<file path="config.mk">
export PLATFORM = sky130hd
export DESIGN_NAME = uart_hex_entry_flat
export DESIGN_NICKNAME = d
export VERILOG_FILES = /design/src/rtl/uart_hex_entry_if.sv /design/src/rtl/uart_hex_entry.sv /design/src/flat_wrapper.sv
export SDC_FILE = /design/constraint.sdc
export NUM_CORES = 1
export LEC_CHECK = 0
export BUFFER_PORTS_ARGS = -buffer_cell sky130_fd_sc_hd__buf_2
export CORE_UTILIZATION = 63
export DETAILED_ROUTE_END_ITERATION = 8
export GPL_ROUTABILITY_DRIVEN = 0
export PLACE_DENSITY = 0.83
export SLEW_MARGIN = 20
export SYNTH_ARGS = -nofsm -noshare
export SYNTH_HDL_FRONTEND = slang
export SYNTH_SLANG_ARGS = --single-unit
</file>
<file path="constraint.sdc">
create_clock -name i_Clk -period 3.3 [get_ports i_Clk]
set_input_delay 0.66 -clock i_Clk [delete_from_list [all_inputs] [get_ports i_Clk]]
set_output_delay 0.66 -clock i_Clk [all_outputs]
set_load 0.02 [all_outputs]
</file>
<file path="src/rtl/uart_hex_entry_if.sv">
// uart_hex_entry_if: serial-in / display-word-out bundle for uart_hex_entry
//   i_RX        serial line into the receiver (idles high)
//   o_Data      last committed 16-bit hex value
//   o_Data_DV   one-cycle strobe when o_Data takes a new value
//   o_Frame_Err one-cycle strobe when a stop bit samples low
//   o_Digits    pending uncommitted digit count, 0..4
interface uart_hex_entry_if;
    logic        i_RX;
    logic [15:0] o_Data;
    logic        o_Data_DV;
    logic        o_Frame_Err;
    logic [2:0]  o_Digits;
    modport master (output i_RX, input o_Data, o_Data_DV, o_Frame_Err, o_Digits);
    modport slave  (input i_RX, output o_Data, o_Data_DV, o_Frame_Err, o_Digits);
endinterface

</file>
<file path="src/rtl/uart_hex_entry.sv">
// uart_hex_entry: 8N1 receiver parsing ASCII hex digits into a committed 16-bit word
//   i_Clk, i_Rst  clock and synchronous active-high reset
//   bus           uart_hex_entry_if.slave (i_RX in; o_Data, o_Data_DV, o_Frame_Err, o_Digits out)
module uart_hex_entry #(
    parameter int CLKS_PER_BIT = 104
) (
    input  logic             i_Clk,
    input  logic             i_Rst,
    uart_hex_entry_if.slave  bus
);
    typedef enum logic [2:0] {IDLE, START, DATA, STOP, CLEANUP} state_t;

    localparam int CW = $clog2(CLKS_PER_BIT);
    localparam logic [CW-1:0] FULL = CW'(CLKS_PER_BIT - 1);
    localparam logic [CW-1:0] HALF = CW'(CLKS_PER_BIT / 2 - 1);

    state_t        state_q, state_d;
    logic [1:0]    sync_q, sync_d;
    logic [1:0]    vld_q, vld_d;
    logic          armed_q, armed_d;
    logic [CW-1:0] clk_cnt_q, clk_cnt_d;
    logic [2:0]    bit_q, bit_d;
    logic [7:0]    shift_q, shift_d;
    logic          byte_dv_q, byte_dv_d;
    logic          ferr_q, ferr_d;
    logic          p_dv_q, p_dv_d;
    logic [15:0]   acc_q, acc_d;
    logic [2:0]    cnt_q, cnt_d;
    logic [15:0]   data_q, data_d;
    logic          data_dv_q, data_dv_d;

    logic       rx_s;
    logic       is_num, is_hex, is_eol, is_esc;
    logic [3:0] nib;

    assign rx_s = sync_q[1];

    always_comb begin
        sync_d    = {sync_q[0], bus.i_RX};
        // vld_q marks when the synchronizer holds real line samples rather than
        // its reset value, so a line held low across reset never arms the receiver
        vld_d     = {vld_q[0], 1'b1};
        armed_d   = armed_q | (vld_q[1] & rx_s);
        state_d   = state_q;
        clk_cnt_d = clk_cnt_q + 1'b1;
        bit_d     = bit_q;
        shift_d   = shift_q;
        byte_dv_d = 1'b0;
        ferr_d    = 1'b0;
        case (state_q)
            IDLE: begin
                clk_cnt_d = '0;
                bit_d     = '0;
                if (armed_q && !rx_s) state_d = START;
            end
            START: if (clk_cnt_q == HALF) begin
                clk_cnt_d = '0;
                state_d   = rx_s ? IDLE : DATA;
            end
            DATA: if (clk_cnt_q == FULL) begin
                clk_cnt_d = '0;
                shift_d   = {rx_s, shift_q[7:1]};
                bit_d     = bit_q + 3'd1;
                if (bit_q == 3'd7) state_d = STOP;
            end
            STOP: if (clk_cnt_q == FULL) begin
                clk_cnt_d = '0;
                byte_dv_d = rx_s;
                ferr_d    = !rx_s;
                state_d   = CLEANUP;
            end
            CLEANUP: begin
                clk_cnt_d = '0;
                state_d   = IDLE;
            end
            default: state_d = IDLE;
        endcase
    end

    // The parser reads shift_q directly one cycle after the byte strobe; it cannot
    // change again until the next frame's first data bit, many cycles later.
    always_comb begin
        p_dv_d    = byte_dv_q;
        is_num    = shift_q >= 8'h30 && shift_q <= 8'h39;
        is_hex    = is_num || (shift_q >= 8'h41 && shift_q <= 8'h46) ||
                    (shift_q >= 8'h61 && shift_q <= 8'h66);
        is_eol    = shift_q == 8'h0D || shift_q == 8'h0A;
        is_esc    = shift_q == 8'h1B;
        nib       = is_num ? shift_q[3:0] : shift_q[3:0] + 4'd9;
        acc_d     = acc_q;
        cnt_d     = cnt_q;
        data_d    = data_q;
        data_dv_d = 1'b0;
        if (p_dv_q) begin
            if (is_hex) begin
                acc_d = {acc_q[11:0], nib};
                cnt_d = cnt_q == 3'd4 ? 3'd4 : cnt_q + 3'd1;
            end else if (is_eol && cnt_q != 3'd0) begin
                data_d    = acc_q;
                data_dv_d = 1'b1;
                acc_d     = '0;
                cnt_d     = '0;
            end else if (is_esc) begin
                acc_d = '0;
                cnt_d = '0;
            end
        end
    end

    always_ff @(posedge i_Clk) begin
        if (i_Rst) begin
            state_q   <= IDLE;
            sync_q    <= 2'b11;
            vld_q     <= '0;
            armed_q   <= 1'b0;
            clk_cnt_q <= '0;
            bit_q     <= '0;
            shift_q   <= '0;
            byte_dv_q <= 1'b0;
            ferr_q    <= 1'b0;
            p_dv_q    <= 1'b0;
            acc_q     <= '0;
            cnt_q     <= '0;
            data_q    <= '0;
            data_dv_q <= 1'b0;
        end else begin
            state_q   <= state_d;
            sync_q    <= sync_d;
            vld_q     <= vld_d;
            armed_q   <= armed_d;
            clk_cnt_q <= clk_cnt_d;
            bit_q     <= bit_d;
            shift_q   <= shift_d;
            byte_dv_q <= byte_dv_d;
            ferr_q    <= ferr_d;
            p_dv_q    <= p_dv_d;
            acc_q     <= acc_d;
            cnt_q     <= cnt_d;
            data_q    <= data_d;
            data_dv_q <= data_dv_d;
        end
    end

    assign bus.o_Data      = data_q;
    assign bus.o_Data_DV   = data_dv_q;
    assign bus.o_Frame_Err = ferr_q;
    assign bus.o_Digits    = cnt_q;
endmodule

</file>
<file path="src/flat_wrapper.sv">
// flat-port wrapper written by rule: the top's interface ports become plain ports
module uart_hex_entry_flat 
#(
    parameter int CLKS_PER_BIT = 104
)
  (i_Clk, i_Rst, bus_i_RX, bus_o_Data, bus_o_Data_DV, bus_o_Frame_Err, bus_o_Digits);
  uart_hex_entry_if bus_i ();
  input  logic i_Clk;
  input  logic i_Rst;
  input wire logic [$bits(bus_i.i_RX)-1:0] bus_i_RX;
  output wire logic [$bits(bus_i.o_Data)-1:0] bus_o_Data;
  output wire logic [$bits(bus_i.o_Data_DV)-1:0] bus_o_Data_DV;
  output wire logic [$bits(bus_i.o_Frame_Err)-1:0] bus_o_Frame_Err;
  output wire logic [$bits(bus_i.o_Digits)-1:0] bus_o_Digits;
  assign bus_i.i_RX = bus_i_RX;
  assign bus_o_Data = bus_i.o_Data;
  assign bus_o_Data_DV = bus_i.o_Data_DV;
  assign bus_o_Frame_Err = bus_i.o_Frame_Err;
  assign bus_o_Digits = bus_i.o_Digits;
  uart_hex_entry #(.CLKS_PER_BIT(CLKS_PER_BIT)) u_core (.i_Clk(i_Clk), .i_Rst(i_Rst), .bus(bus_i));
endmodule
</file>
-- Yosys cells after proc, flatten, opt, wreduce, memory -nomap -nowiden
Index checks and enable logic that the tools add are counted.
- register bits: 65
- bits in latches: 0
- bits in writable memories: 0
- bits in read-only memories: 0
- bits of input ports: 3
- output and inout bits: 21
- logic and storage cells: 91
- memories: 0
- $add $sub $neg: 4
- multiply operators: 0
- divide/modulo/power cells: 0
- magnitude comparators: 6
- eq/ne operators: 16
- shifts and indexed selects: 0
- muxes and demuxes: 22
- bitwise logic cells: 6
- reductions and logical operators: 22
- operators by type and width (operator ; count):
    $mux 16 ; 3
    $mux 3 ; 10
    $pmux 7 s3 ; 1
    $eq 8x4->1 const B ; 2
    $ge 8x7->1 const B ; 2
    $le 8x7->1 const B ; 2
    $mux 7 ; 2
    $pmux 3 s4 ; 1
    $ne 2x1->1 const B ; 5
    $eq 3x3->1 const B ; 3
    $eq 8x5->1 const B ; 1
    $ge 8x6->1 const B ; 1
    $le 8x6->1 const B ; 1
    $add 7x1->7 const B ; 1
    $eq 7x6->1 const B ; 1
    $eq 7x7->1 const B ; 1
    $add 3x1->3 const B ; 2
    $eq 3x2->1 const B ; 2
    $pmux 3 s2 ; 1
    $reduce_and 2->1 ; 3
    $reduce_bool 3->1 ; 2
    $reduce_or 3->1 ; 2
    $logic_and 1x1->1 ; 5
    $reduce_and 5->1 ; 1
    other kinds (14) ; 21

-- Logic depth before layout (Yosys ltp)
- depth after elaboration: 6
- depth in mapped cells: 8
- mapped depth without buffers: 6

-- Worst setup path before layout
Ideal clock, no wire load.
- path type: reg2reg
- start: register u_core.shift_q[0]
- end: register u_core.acc_q[10]
- library setup time: 0.123 ns
- arrival time: 1.892 ns
- required time: 3.177 ns
- setup slack: 1.285 ns
- cell stages (with the launch flop): 8
- path buffers: 1
- clock period less this slack: 2.015 ns
- path through: dfxtp_1 -> inv_1 -> ha_1 -> nor3b_1 -> o22a_1 -> nor3_4 -> buf_6 -> mux2_1
- word-level cells in the longest chain between the ends: 6
- elaborated cells between the ends (all ways): 20
- classes of those cells: 6 x order compare; 3 x eq/ne; 2 x mux; 9 x reduce/logical
- RTL lines (element ; line ; RTL):
    from (decl) ; uart_hex_entry.sv:23 ; logic [7:0] shift_q, shift_d;
    from (signal assigned) ; uart_hex_entry.sv:133 ; shift_q <= shift_d;
    $ge 8x6->1 (tied with other cells) ; uart_hex_entry.sv:84 ; is_num = shift_q >= 8'h30 && shift_q <= 8'h39;
    $logic_and 1x1->1, on equally long branches ; uart_hex_entry.sv:84, uart_hex_entry.sv:85 ;
    $logic_or 1x1->1 (2 in a row) ; uart_hex_entry.sv:85 ; is_hex = is_num || (shift_q >= 8'h41 && shift_q <= 8'h46) ||
    $reduce_bool 3->1 (no line) ; -- ;
    $reduce_and 2->1 (no line) ; -- ;
    to (signal assigned) ; uart_hex_entry.sv:122 ; acc_q <= '0;
    to (signal assigned) ; uart_hex_entry.sv:137 ; acc_q <= acc_d;
    to (decl) ; uart_hex_entry.sv:27 ; logic [15:0] acc_q, acc_d;
Several ways; a longest one is shown, not always the timed one.
A chain may end at the register's enable or synchronous reset.

-- Final worst setup path
- start: register u_core.shift_q[0]
- end: register u_core.acc_q[3]
The elaborated chain is that of the path after synthesis.

==> out/metrics.cfg <==
[logic_synthesis]
synthMuxAreaShare = 0.08946
synth_top_area_frac = 0.4368
synth_top_family_by_area = simple AND/OR/NAND/NOR gates
ys_types = 54
synth_xor_xnor_area_share = 0.01470
synth-edff-count = 0
yosysMostFrequentCell = dfxtp_1
synthSimpleGateAreaFrac = 0.2037
synth_area_um2 = 2979
synth_top_cell_by_area = dfxtp_1
syn_nets = 338
ys_ff_latch = 65
synth_compound_area_frac = 0.1705
ys_seq_area_frac = 0.4368
synthCells = 326
syn-mean-instance-area_um2 = 9.138
synth_common_cells = 65 x dfxtp_1, 27 x a21oi_1, 24 x nand3_1, 21 x o21ai_0
async_reset_ff_frac = 0
yosys-top-cells-area = dfxtp_1 44%, a21oi_1 4.5%, mux2i_1 4.0%
synthAdderAreaFrac = 0.03780
ys.flop_type = dfxtp_1
yosys_warnings = 0

[clock_tree]
h-tree-depth = 3
cts_resized = 0
clock_path_buffers = 2
path_clk_slew_ns = 0.07
cts_setup_buffers = 0
cts_root_buf = clkbuf_8
postCtsHoldBufs = 0
clock-sinks = 65
clk_latency_ns = 0.34
cts_buffers = 9
cts_tree = done

[cells_and_area]
fin_nets = 356
area_delta_synth_final_pct = 11.21
drive_above_1_share = 0.1633
num_antenna_cells = 0
design_area_um2 = 3313
fillCellCount = 352
layoutNonFillerInstCount = 401

[drt]
totalWireLength_um = 6405
drt_iter0_drc = 236
routedWlPerCell_um = 15.97
drt_pass1_iterations = 7
drc = 6
viasPerCell = 6.244
vias = 2504
antenna_left = 0

[timing]
tns_ns = 0
worst_slew_pin_slew_ns = 0.7205
min_period_over_period = 0.7382
fmax_mhz = 410.5
slew_headroom = 0.5181
slew_violations = 0
period_minus_slack_ns = 2.436
finalHoldViolCount = 0
skew_ns = 0.005919
setup_viol = 0
timing.hold.ws_ns = 0.4143
rsz0062_at_grt = no

[global_route]
grt_pass1_vias = 2351
grt_overflow = 0
antenna_found_initial = 0
grt_pass1_wl_um = 11160
grt_start_max_net_pins = 38
grtUsageTotal = 0.2838

[setup_path]
worst_setup_path_end_kind = register
crit_arrival_ns = 2.67
rr_startpoint = u_core.shift_q[0]
crit_path_start = u_core.shift_q[0]
required_ns = 3.53
critPathLaunchType = register
critPathKind = register to register
crit_fanout = 14

[floorplan]
fp.dieW_um = 70.77
die_height_um = 70.77
dieArea_um2 = 5008
initial_utilization = 0.6703
top_level_ports = 24
rows = 24
coreArea_um2 = 4444

[outcome]
violations = design-rule violations
outcome = complete, but fails checks

[power_and_ir_drop]
p_leak_uw = 0.001314
sw_frac_of_total = 0.2088
power_density_nw_per_um2 = 461.6
pwr-share-clk = 0.458
seq_power_share = 0.521
netSwitchingPower_uw = 319.3
internal-power_uw = 1210
comb_power_share = 0.021
peakVddDrop_mv = 0.5082

[flow_run]
max_cap_violations = 0

[placed_design]
placed_cells = 385
dp_hpwl_um = 4337
placed_area_um2 = 3105
io_buffers = 23

[worst_hold_path]
worstHoldStart = u_core.sync_q[0]
hold_class = register to register

## kinds of logic after synthesis
family,after synthesis
AOI/OAI and AO/OA,80
adders and majority gates,9
xor gates and xnor gates,5
and+or+nand+nor,108
muxes,25
DFF,65
buffers and inverters,34
## critical path, stage by stage (launching register included)
cell     delay, ns
dfxtp_1       0.44
inv_1         0.12
ha_1          0.25
nor3b_1       0.14
o22a_1        0.33
nor3_4        0.64
mux2_2        0.41
## cells in the final DEF, fill, tap and decap left out, types with 6 or more instances in the layout
master    instances
buf_2            23
mux2_1            8
nor2b_1          12
clkbuf_8         12
nor2_1           16
a21oi_1          27
nand3_1          24
mux2i_1          12
nor3_1            6
inv_1            12
dfxtp_1          65
nand2_1          15
ha_1              9
o21ai_0          21
a21boi_0          8
## stage by stage
stage,setup slack [ns],power [µW],util
2_1_floorplan,1.285,836.3,-
3_3_place_gp,0.9760,845.2,0.6988
3_5_place_dp,0.8814,845.7,0.6988
4_1_cts,0.8643,1534,0.7455
5_1_grt,0.6719,1564,0.7455
6_report,0.8639,1529,0.7455
## cell type report
class,count,area (µm²),share of cell area
sequential,65,1301,0.3927
clock inverter,2,35.03,0.01057
timing repair buffer,28,152.6,0.04607
inverter,13,48.80,0.01473
clock buffer,14,172.7,0.05211
tap,52,65.06,0.01964
multi-input combinational,227,1538,0.4641
## power by group through the flow
stage / logic [µW] / clock network (µW) / registers [µW]
6_report: 31.6 / 700 / 797
5_1_grt: 35.0 / 730 / 798
4_1_cts: 30.9 / 706 / 797
3_5_place_dp: 30.7 / 0 / 815
3_3_place_gp: 30.6 / 0 / 815
2_1_floorplan: 26.2 / 0 / 810
## state kept, by name (all words and copies together) (netlist names), 2 cells and up
signal and count:
u_core.bus.o_Data 16, u_core.state_q 3, u_core.shift_q 8, u_core.acc_q 16, u_core.vld_q 2, u_core.clk_cnt_q 7
u_core.bit_q 3, u_core.sync_q 2, u_core.bus.o_Digits 3
## final timing paths
kind                           end  slack [ns]  cells past startpoint
hold / removal    u_core.sync_q[1]        0.41                      1
setup / recovery   u_core.acc_q[3]        0.86                      6
hold reg to reg   u_core.sync_q[1]        0.41                      1
setup reg to reg   u_core.acc_q[3]        0.86                      6
## metal layers
metal	GRT usage	share of wire
met1	0.4103	0.48
met2	0.4209	0.44
met3	0.04131	0.058
met4	0.1289	0.018
met5	0	0
No activity file was read; power rests on OpenSTA's default activity.
